===== config.mk =====
export PLATFORM = sky130hd
export DESIGN_NAME = prog_clock_divider
export DESIGN_NICKNAME = d
export VERILOG_FILES = /design/src/rtl/clkdiv_pkg.sv /design/src/rtl/div_channel.sv /design/src/rtl/prog_clock_divider.sv
export SDC_FILE = /design/constraint.sdc
export NUM_CORES = 1
export LEC_CHECK = 0
export BUFFER_PORTS_ARGS = -buffer_cell sky130_fd_sc_hd__buf_4
export CAP_MARGIN = 0
export CORE_UTILIZATION = 45
export CTS_CLUSTER_DIAMETER = 40
export CTS_CLUSTER_SIZE = 24
export DETAILED_ROUTE_END_ITERATION = 8
export PLACE_DENSITY = 0.65
export SLEW_MARGIN = 0
export SYNTH_ARGS = -nofsm -noshare
export SYNTH_HDL_FRONTEND = slang
export SYNTH_SLANG_ARGS = --single-unit

===== constraint.sdc =====
create_clock -name clk -period 6.6 [get_ports clk]
set_input_delay 0.33 -clock clk [delete_from_list [all_inputs] [get_ports clk]]
set_output_delay 0.33 -clock clk [all_outputs]
set_load 0.05 [all_outputs]

===== src/rtl/clkdiv_pkg.sv =====
// clkdiv_pkg: shared types and helpers for the programmable clock divider
package clkdiv_pkg;

    typedef enum logic [1:0] {ST_SYNC, ST_HOLD, ST_WRAP, ST_COUNT} step_t;

    localparam int MAX_W = 64;

    function automatic int idx_w(input int n);
        return (n > 1) ? $clog2(n) : 1;
    endfunction

    function automatic logic [MAX_W-1:0] clamp1(input logic [MAX_W-1:0] v);
        return (v == '0) ? MAX_W'(1) : v;
    endfunction

    function automatic bit div_ok(input longint unsigned d, input int w);
        return d >= 1 && (w >= 64 || d < (64'd1 << w));
    endfunction

endpackage


===== src/rtl/div_channel.sv =====
// div_channel: one divider channel with shadowed divisor applied on wrap
module div_channel
    import clkdiv_pkg::*;
#(
    parameter int               WIDTH   = 32,
    parameter logic [WIDTH-1:0] DEF_DIV = 1
) (
    input  logic             clk,
    input  logic             rst,
    input  logic             en,
    input  logic             sync,
    input  logic             load,
    input  logic [WIDTH-1:0] load_div,
    output logic             pending,
    output logic             clk_out,
    output logic             tick
);

    logic [WIDTH-1:0] count;
    logic [WIDTH-1:0] div;
    logic [WIDTH-1:0] shadow;
    step_t            step;

    // Sync outranks enable; a wrap happens on the last count of the period
    always_comb step = sync ? ST_SYNC : !en ? ST_HOLD : (count == div - WIDTH'(1)) ? ST_WRAP : ST_COUNT;

    // Counter, divided clock and tick; new divisor only takes effect at a wrap
    always_ff @(posedge clk or negedge rst)
        if (!rst) begin
            count   <= '0;
            div     <= DEF_DIV;
            shadow  <= '0;
            pending <= 1'b0;
            clk_out <= 1'b0;
            tick    <= 1'b0;
        end else begin
            tick <= step == ST_WRAP;
            case (step)
                ST_SYNC: begin
                    count   <= '0;
                    clk_out <= 1'b0;
                end
                ST_HOLD: ;
                ST_WRAP: begin
                    count   <= '0;
                    clk_out <= ~clk_out;
                    if (pending) begin
                        div     <= shadow;
                        pending <= 1'b0;
                    end
                end
                default: count <= count + WIDTH'(1);
            endcase
            if (load) begin
                shadow  <= load_div;
                pending <= 1'b1;
            end
        end

endmodule


===== src/rtl/prog_clock_divider.sv =====
// prog_clock_divider: multi-channel programmable divider with divisor load handshake
module prog_clock_divider
    import clkdiv_pkg::*;
#(
    parameter int              CHANNELS = 4,
    parameter int              WIDTH    = 32,
    parameter longint unsigned DEF_DIV  = 250000
) (
    input  logic                         clk,
    input  logic                         rst,
    input  logic [CHANNELS-1:0]          en,
    input  logic                         sync,
    input  logic                         load_valid,
    output logic                         load_ready,
    input  logic [idx_w(CHANNELS)-1:0]   load_ch,
    input  logic [WIDTH-1:0]             load_div,
    output logic                         load_err,
    output logic [CHANNELS-1:0]          pending,
    output logic [CHANNELS-1:0]          clk_out,
    output logic [CHANNELS-1:0]          tick
);

    localparam int CH_IDX_W = idx_w(CHANNELS);
    localparam int PW       = 2 ** CH_IDX_W;

    logic             in_range;
    logic [PW-1:0]    pend_ext;
    logic [WIDTH-1:0] new_div;

    if (!div_ok(DEF_DIV, WIDTH)) begin : g_bad_def
        $error("DEF_DIV must be in 1 .. 2^WIDTH-1");
    end

    // Padding pending to a power of two keeps out-of-range indexing defined
    assign pend_ext   = PW'(pending);
    assign in_range   = int'(load_ch) < CHANNELS;
    assign load_ready = in_range && !pend_ext[load_ch];
    assign new_div    = WIDTH'(clamp1(MAX_W'(load_div)));

    // Flag a write aimed at a channel that does not exist
    always_ff @(posedge clk or negedge rst)
        if (!rst) load_err <= 1'b0;
        else      load_err <= load_valid && !in_range;

    for (genvar c = 0; c < CHANNELS; c++) begin : g_ch
        div_channel #(
            .WIDTH   (WIDTH),
            .DEF_DIV (WIDTH'(DEF_DIV))
        ) u_ch (
            .clk      (clk),
            .rst      (rst),
            .en       (en[c]),
            .sync     (sync),
            .load     (load_valid && load_ready && load_ch == CH_IDX_W'(c)),
            .load_div (new_div),
            .pending  (pending[c]),
            .clk_out  (clk_out[c]),
            .tick     (tick[c])
        );
    end

endmodule


# == After elaboration in Yosys (flattened, before gate mapping) ==
# Cells that the tools add are included.
# totals
ff_bits,396
latchBits,0
ram_bits,0
rom_bits,0
input_bits,42
out_inout_bits,14
elab_cells,111
n_memories,0
# classes
addsub,8
n_mul,0
div,0
magnitude_cmp,1
eq_ne,15
n_shift,0
muxes,31
bitwise,4
n_reduce_logical,28
# op_table
operator,count
case mux 32 bit (2 select lines),4
adder 32 x 1 -> 32 bit (second input constant),4
equality test 32 bit,4
subtractor 32 x 1 -> 32 bit (second input constant),4
logical NOT 32 bit,1
2-to-1 mux 32 bit,1
2-to-1 mux 2 bit,8
nonzero test 2 bit,8
2-to-1 mux 1 bit,13
equality test 2 bit (second input constant),6
equality test 2 x 1 -> 1 bit (second input constant),5
logical NOT 2 bit,5
case mux 1 bit (2 select lines),4
AND reduction 2 bit,4
OR reduction 2 bit,4
logical AND 1 bit,5
NOT 1 bit,4
< comparator 2 x 3 -> 1 bit (second input constant),1
binary-select mux 1 bit (select 2 bit),1
logical NOT 1 bit,1

# == Logic depth before layout (Yosys ltp) ==
# logic_depth
word_depth,8
depth_mapped,12
ltp_nobuf,10

# == Hierarchy ==
# From an unflattened synthesis, not the netlist that was laid out.
# hier_totals
hier_cells,2044
area_unflattened_um2,22456.5
# modules_own_cells
module,instances,cells_each,area_per_inst_um2,seq_area_each_um2
div_channel (g_ch[0].u_ch ...),3,489,5475.3,2486.1
div_channel (g_ch[3].u_ch),1,526,5769.3,2486.1
prog_clock_divider,1,51,261.5,0.0

# == Worst setup path before layout ==
# No wires, ideal clock.
# synth_timing
kind,register to register
startpoint,register g_ch[3].u_ch.div[0]
endpoint,register g_ch[3].u_ch.div[10]
setup_time_ns,0.125
arrival_time_ns,3.516
required_time_ns,6.475
path_slack_ns,2.959
path_stages_with_launch,12
path_buffers,1
period_less_slack_ns,3.641
cell_sequence,dfrtp_1 > inv_1 > ha_1 > or3b_2 > or4_1 > xor2_1 > a2111o_1 > a2111oi_2 > nand4_2 > nor3b_4 > buf_6 > mux2_4
# synth_between
elab_chain_cells,7
# synth_lines
item,line,text
"start, declared",div_channel.sv:20,logic [WIDTH-1:0] div;
"start signal, assigned",div_channel.sv:48,div <= shadow;
subtractor 32 x 1 -> 32 bit,div_channel.sv:25,always_comb step = sync ? ST_SYNC : !en ? ST_HOLD : (count == div - WIDTH'(1)) ? ST_WRAP : ST_COUNT;
equality test 32 bit,div_channel.sv:25,
2-to-1 mux 1 bit,div_channel.sv:25,
2-to-1 mux 2 bit (2 in series),div_channel.sv:25,
equality test 2 bit,div_channel.sv:38,case (step)
AND reduction 2 bit (no line),-,
# No other way between the ends.
# A chain may end at the register's enable or synchronous reset.

# == Worst setup path after layout ==
# layout_timing
startpoint,register g_ch[3].u_ch.div[0]
endpoint,register g_ch[3].u_ch.div[0]
# Same word-level chain as after synthesis.

==> summary.md <==
| Metric | Value |
|---|---|
| Status | `finished, final reports clean` |
| Post-synthesis async set-or-reset flop share | `1.00` |
| Final core utilization | `0.523` |
| Crit path to | `g_ch[3].u_ch.div[0]` |
| DR DRC count | `0` |
| Top post-synthesis cells by area | `dfrtp_1 44%, mux2_2 10%, xnor2_1 6.3%` |
| Die ar. | `roughly 0.048 sq mm` |
| Antenna violations before repair | `2` |
| Period utilisation layout | `0.734` |
| Post-synthesis mux area share | `0.154` |
| RSZ-0062 raised after global routing | `no` |
| Placed Instances | `about 2,500` |
| Worst setup margin | `approximately 1.8 ns` |
| Largest net degree at the start of global routing | `approximately 150` |
| Simple-Gate Fraction of Synth Area | `0.178` |
| Mapped Area | `around 0.021 sq mm` |
| Ports | `56` |
| Tot Pwr | `6510 uW` |
| Nets | `roughly 2,000` |
| Final TNS setup | `0 ns` |
| Post-DRT Antenna Nets | `0` |
| Drt total wl | `between 50,000 and 60,000 um` |
| P_leak | `roughly 0.011 uW` |
| CP required | `7.09 ns` |
| Seq/Total Area, Yosys | `0.472` |
| Mapped Cells | `about 1,900` |
| Vias/cell | `around 5.7` |
| Avg WL per Cell | `~19 um` |
| Synth-to-Final Area Change | `13.7%` |
| Max-slew violations | `0` |
| Min Tclk post-route | `approximately 4.8 ns` |
| Tightest Pin Transition | `about 1.1 ns` |
| Pwr/cell area | `272 mW/mm^2` |
| Vias after detailed routing | `approximately 15,000` |
| Post-CTS setup buffers | `0` |
| Final Hold Fails | `0` |
| Clk_lat worst skew | `a little over 0.6 ns` |
| Worst setup startpoint | `g_ch[3].u_ch.div[0]` |
| Yosys warnings | `0` |
| Achievable clock frequency | `roughly 210 MHz` |
| Yosys top cell area share | `0.437` |
| Largest family of logic cells by synthesized area | `simple AND/OR/NAND/NOR gates` |
| CP Launch Type | `flip-flop` |
| Post-synth EDFFs | `0` |
| Fin cells | `2,600` |
| FF/Latch Area | `0.00994 sq mm` |
| Slew headroom | `0.279` |
| CTS hold repair buffers | `1` |
| N_diodes | `0` |
| Max Cap Viol | `0` |
| Ys flop type | `dfrtp_1` |
| Pre-CTS setup slack | `between 1.5 and 2 ns` |
| FF-to-FF path depth | `9` |
| First-pass GRT wire length | `82,400 um` |
| FP Rows | `around 80` |
| R2R Setup Slk | `roughly 1.8 ns` |
| Min-delay src | `en[1]` |
| Post-DP HPWL | `35,100 um` |
| CP Capture Type | `flip-flop` |
| Xor and xnor area share after synthesis | `0.125` |
| Synth area leader | `dfrtp_1` |
| Post-CTS sizing | `0` |
| PortBufs | `between 50 and 60` |
| CTS tree | `done` |
| Gr ovfl total | `0` |
| Vias in the first global route | `14,900` |
| Post-Syn Nets | `roughly 2,000` |
| Cell variety after synth | `84` |
| GRT Util Overall | `0.220` |
| Largest fanout on the critical path | `18` |
| Maximum vdd ir drop | `0.000194 V` |
| Post-synthesis adder-cell area fraction | `0.00475` |
| RePlAce Congestion | `around 0.87` |
| CTS H-Tree Depth | `2` |
| Layout cells sized above 1 | `0.238` |
| Starting density of the core | `0.460` |
| Mean area per synthesized cell | `between 10 and 15 sq um` |
| Final Skew | `0.0145 ns` |
| Filler Cell Count | `3,909` |
| DR iter-0 viols | `roughly 1,000` |
| Area occupied by multi-input gates | `around 0.011 sq mm` |
| Inserted Clock Buffers | `54` |
| CP Class | `reg2reg` |
| Synth Area in Compound Gates | `0.0413` |
| Synthesized flop and latch total | `approximately 400` |
| Die span in x | `approximately 220 um` |
| CTS Buffer Depth | `3` |
| DRT Pass-1 Iters | `6` |
| Vert. Die Dim | `between 200 and 250 um` |
| R2r endpoint | `g_ch[3].u_ch.div[0]` |
| CTS clock-pin slew for the worst setup and hold paths | `0.06 ns` |
| TritonCTS Sinks | `around 400` |
| Launch point of the worst reg-to-reg path | `g_ch[3].u_ch.div[0]` |
| Final Setup Violations | `0` |
| Min-Delay Path Class | `in2reg` |
| CP arrival | `~5.3 ns` |
| Clock Tree Root | `clkbuf_16` |
| Core footprint | `about 0.046 sq mm` |
synth_stat cells (26+ instances only):
cell / n
dfrtp_1: 368
nor2_1: 219
mux2_2: 189
xnor2_1: 152
xor2_1: 146
nand2_1: 83
nor3_1: 70
clkbuf_1: 64
nand3_1: 61
mux2_4: 60
nand4_1: 57
nor4_1: 56
dfstp_2: 28
and3_1: 26
metal layers:
layer | global-route usage | vias up | wire, um
li1 | - | 6914 | -
met1 | 0.305 | 7419 | 23100
met2 | 0.345 | 374 | 23100
met3 | 0.0328 | 127 | 2470
met4 | 0.0923 | 0 | 1910
met5 | 0 | - | 0
state kept, by name, indices dropped and copies added, names as in the netlist:
| name | flops |
|---|---|
| g_ch.u_ch.count | 128 |
| g_ch.u_ch.tick | 4 |
| g_ch.u_ch.pending | 4 |
| g_ch.u_ch.div | 128 |
| g_ch.u_ch.shadow | 128 |
| g_ch.u_ch.clk_out | 4 |
how the worst min path moves through the flow:
stage,to,slack (ns),cells after the start
2_1_floorplan,g_ch[0].u_ch.clk_out,0.03,0
3_3_place_gp,g_ch[1].u_ch.count[28],0.42,1
3_5_place_dp,g_ch[1].u_ch.count[29],0.42,1
4_1_cts,g_ch[1].u_ch.count[0],0.009,3
5_1_grt,g_ch[3].u_ch.shadow[6],0.03,2
6_report,g_ch[1].u_ch.count[0],0.04,3
metrics by stage:
step	hold slack, ns	area [sq um]
finish	0.0392	24000
floorplan	0.0344	21100
detailed placement	0.424	22000
CTS	0.00851	24000
global placement	0.423	22000
global route	0.0250	24000
logic make-up (layout without fill, tap and decap cells):
group	count (synthesis)	count (layout)
buf+inv	114	195
compound gates	125	125
simple gates	707	707
other cells	1	1
fa+ha+maj	8	8
xor+xnor	299	299
mux	269	269
flops	396	396
cells in the final DEF (no fill, tap or decap), types with 5 or more instances in the layout:
cell | Yosys | final
nor2b_1 | 10 | 10
dfrtp_1 | 368 | 368
mux2i_1 | 12 | 12
o22ai_1 | 6 | 6
clkbuf_8 | 0 | 5
and3_1 | 26 | 26
inv_1 | 25 | 25
inv_6 | 0 | 11
mux2_4 | 60 | 60
a31oi_1 | 10 | 10
nand4_1 | 57 | 57
nand2b_1 | 9 | 9
nor3_1 | 70 | 69
dfstp_2 | 28 | 28
nand3_1 | 61 | 61
nand2_1 | 83 | 83
or4_1 | 18 | 18
or3_1 | 16 | 16
xor2_1 | 146 | 146
mux2_2 | 189 | 189
ha_1 | 8 | 8
and2_1 | 8 | 8
inv_8 | 0 | 13
nand3b_1 | 11 | 11
mux2_1 | 7 | 7
nor4_1 | 56 | 56
a21oi_1 | 23 | 23
nor3b_1 | 8 | 8
o21a_1 | 5 | 5
nand4b_1 | 11 | 11
clkinv_8 | 0 | 8
clkbuf_16 | 0 | 55
buf_4 | 13 | 65
o21ai_0 | 25 | 25
and4_1 | 10 | 10
nor2_1 | 219 | 219
xnor2_1 | 152 | 152
power by group:
part           internal (uW)  switching (uW)  total, uW
logic                    260             219        480
clock network           1820            1310       3130
registers               2720             182       2900
total                   4800            1710       6510
area by class of cell:
cell class              count  share of cell area
clock buffers              60              0.0603
clock inverters            41              0.0220
inverters                  25             0.00392
multi-input cells        1409               0.444
flip-flops and latches    396               0.415
well taps                 600              0.0313
repair buffers             69              0.0231
critical path, stage by stage, from the launching register on:
cell and delay [ns]:
dfrtp_1 0.43, nor4_1 0.79, nand3_1 0.46, nor4_1 0.49, mux2_2 0.40, a2111oi_2 0.37
nand4_2 0.26, nor3b_4 0.90, buf_12 0.27, mux2_2 0.35
Power figures use the tool's default switching activity.
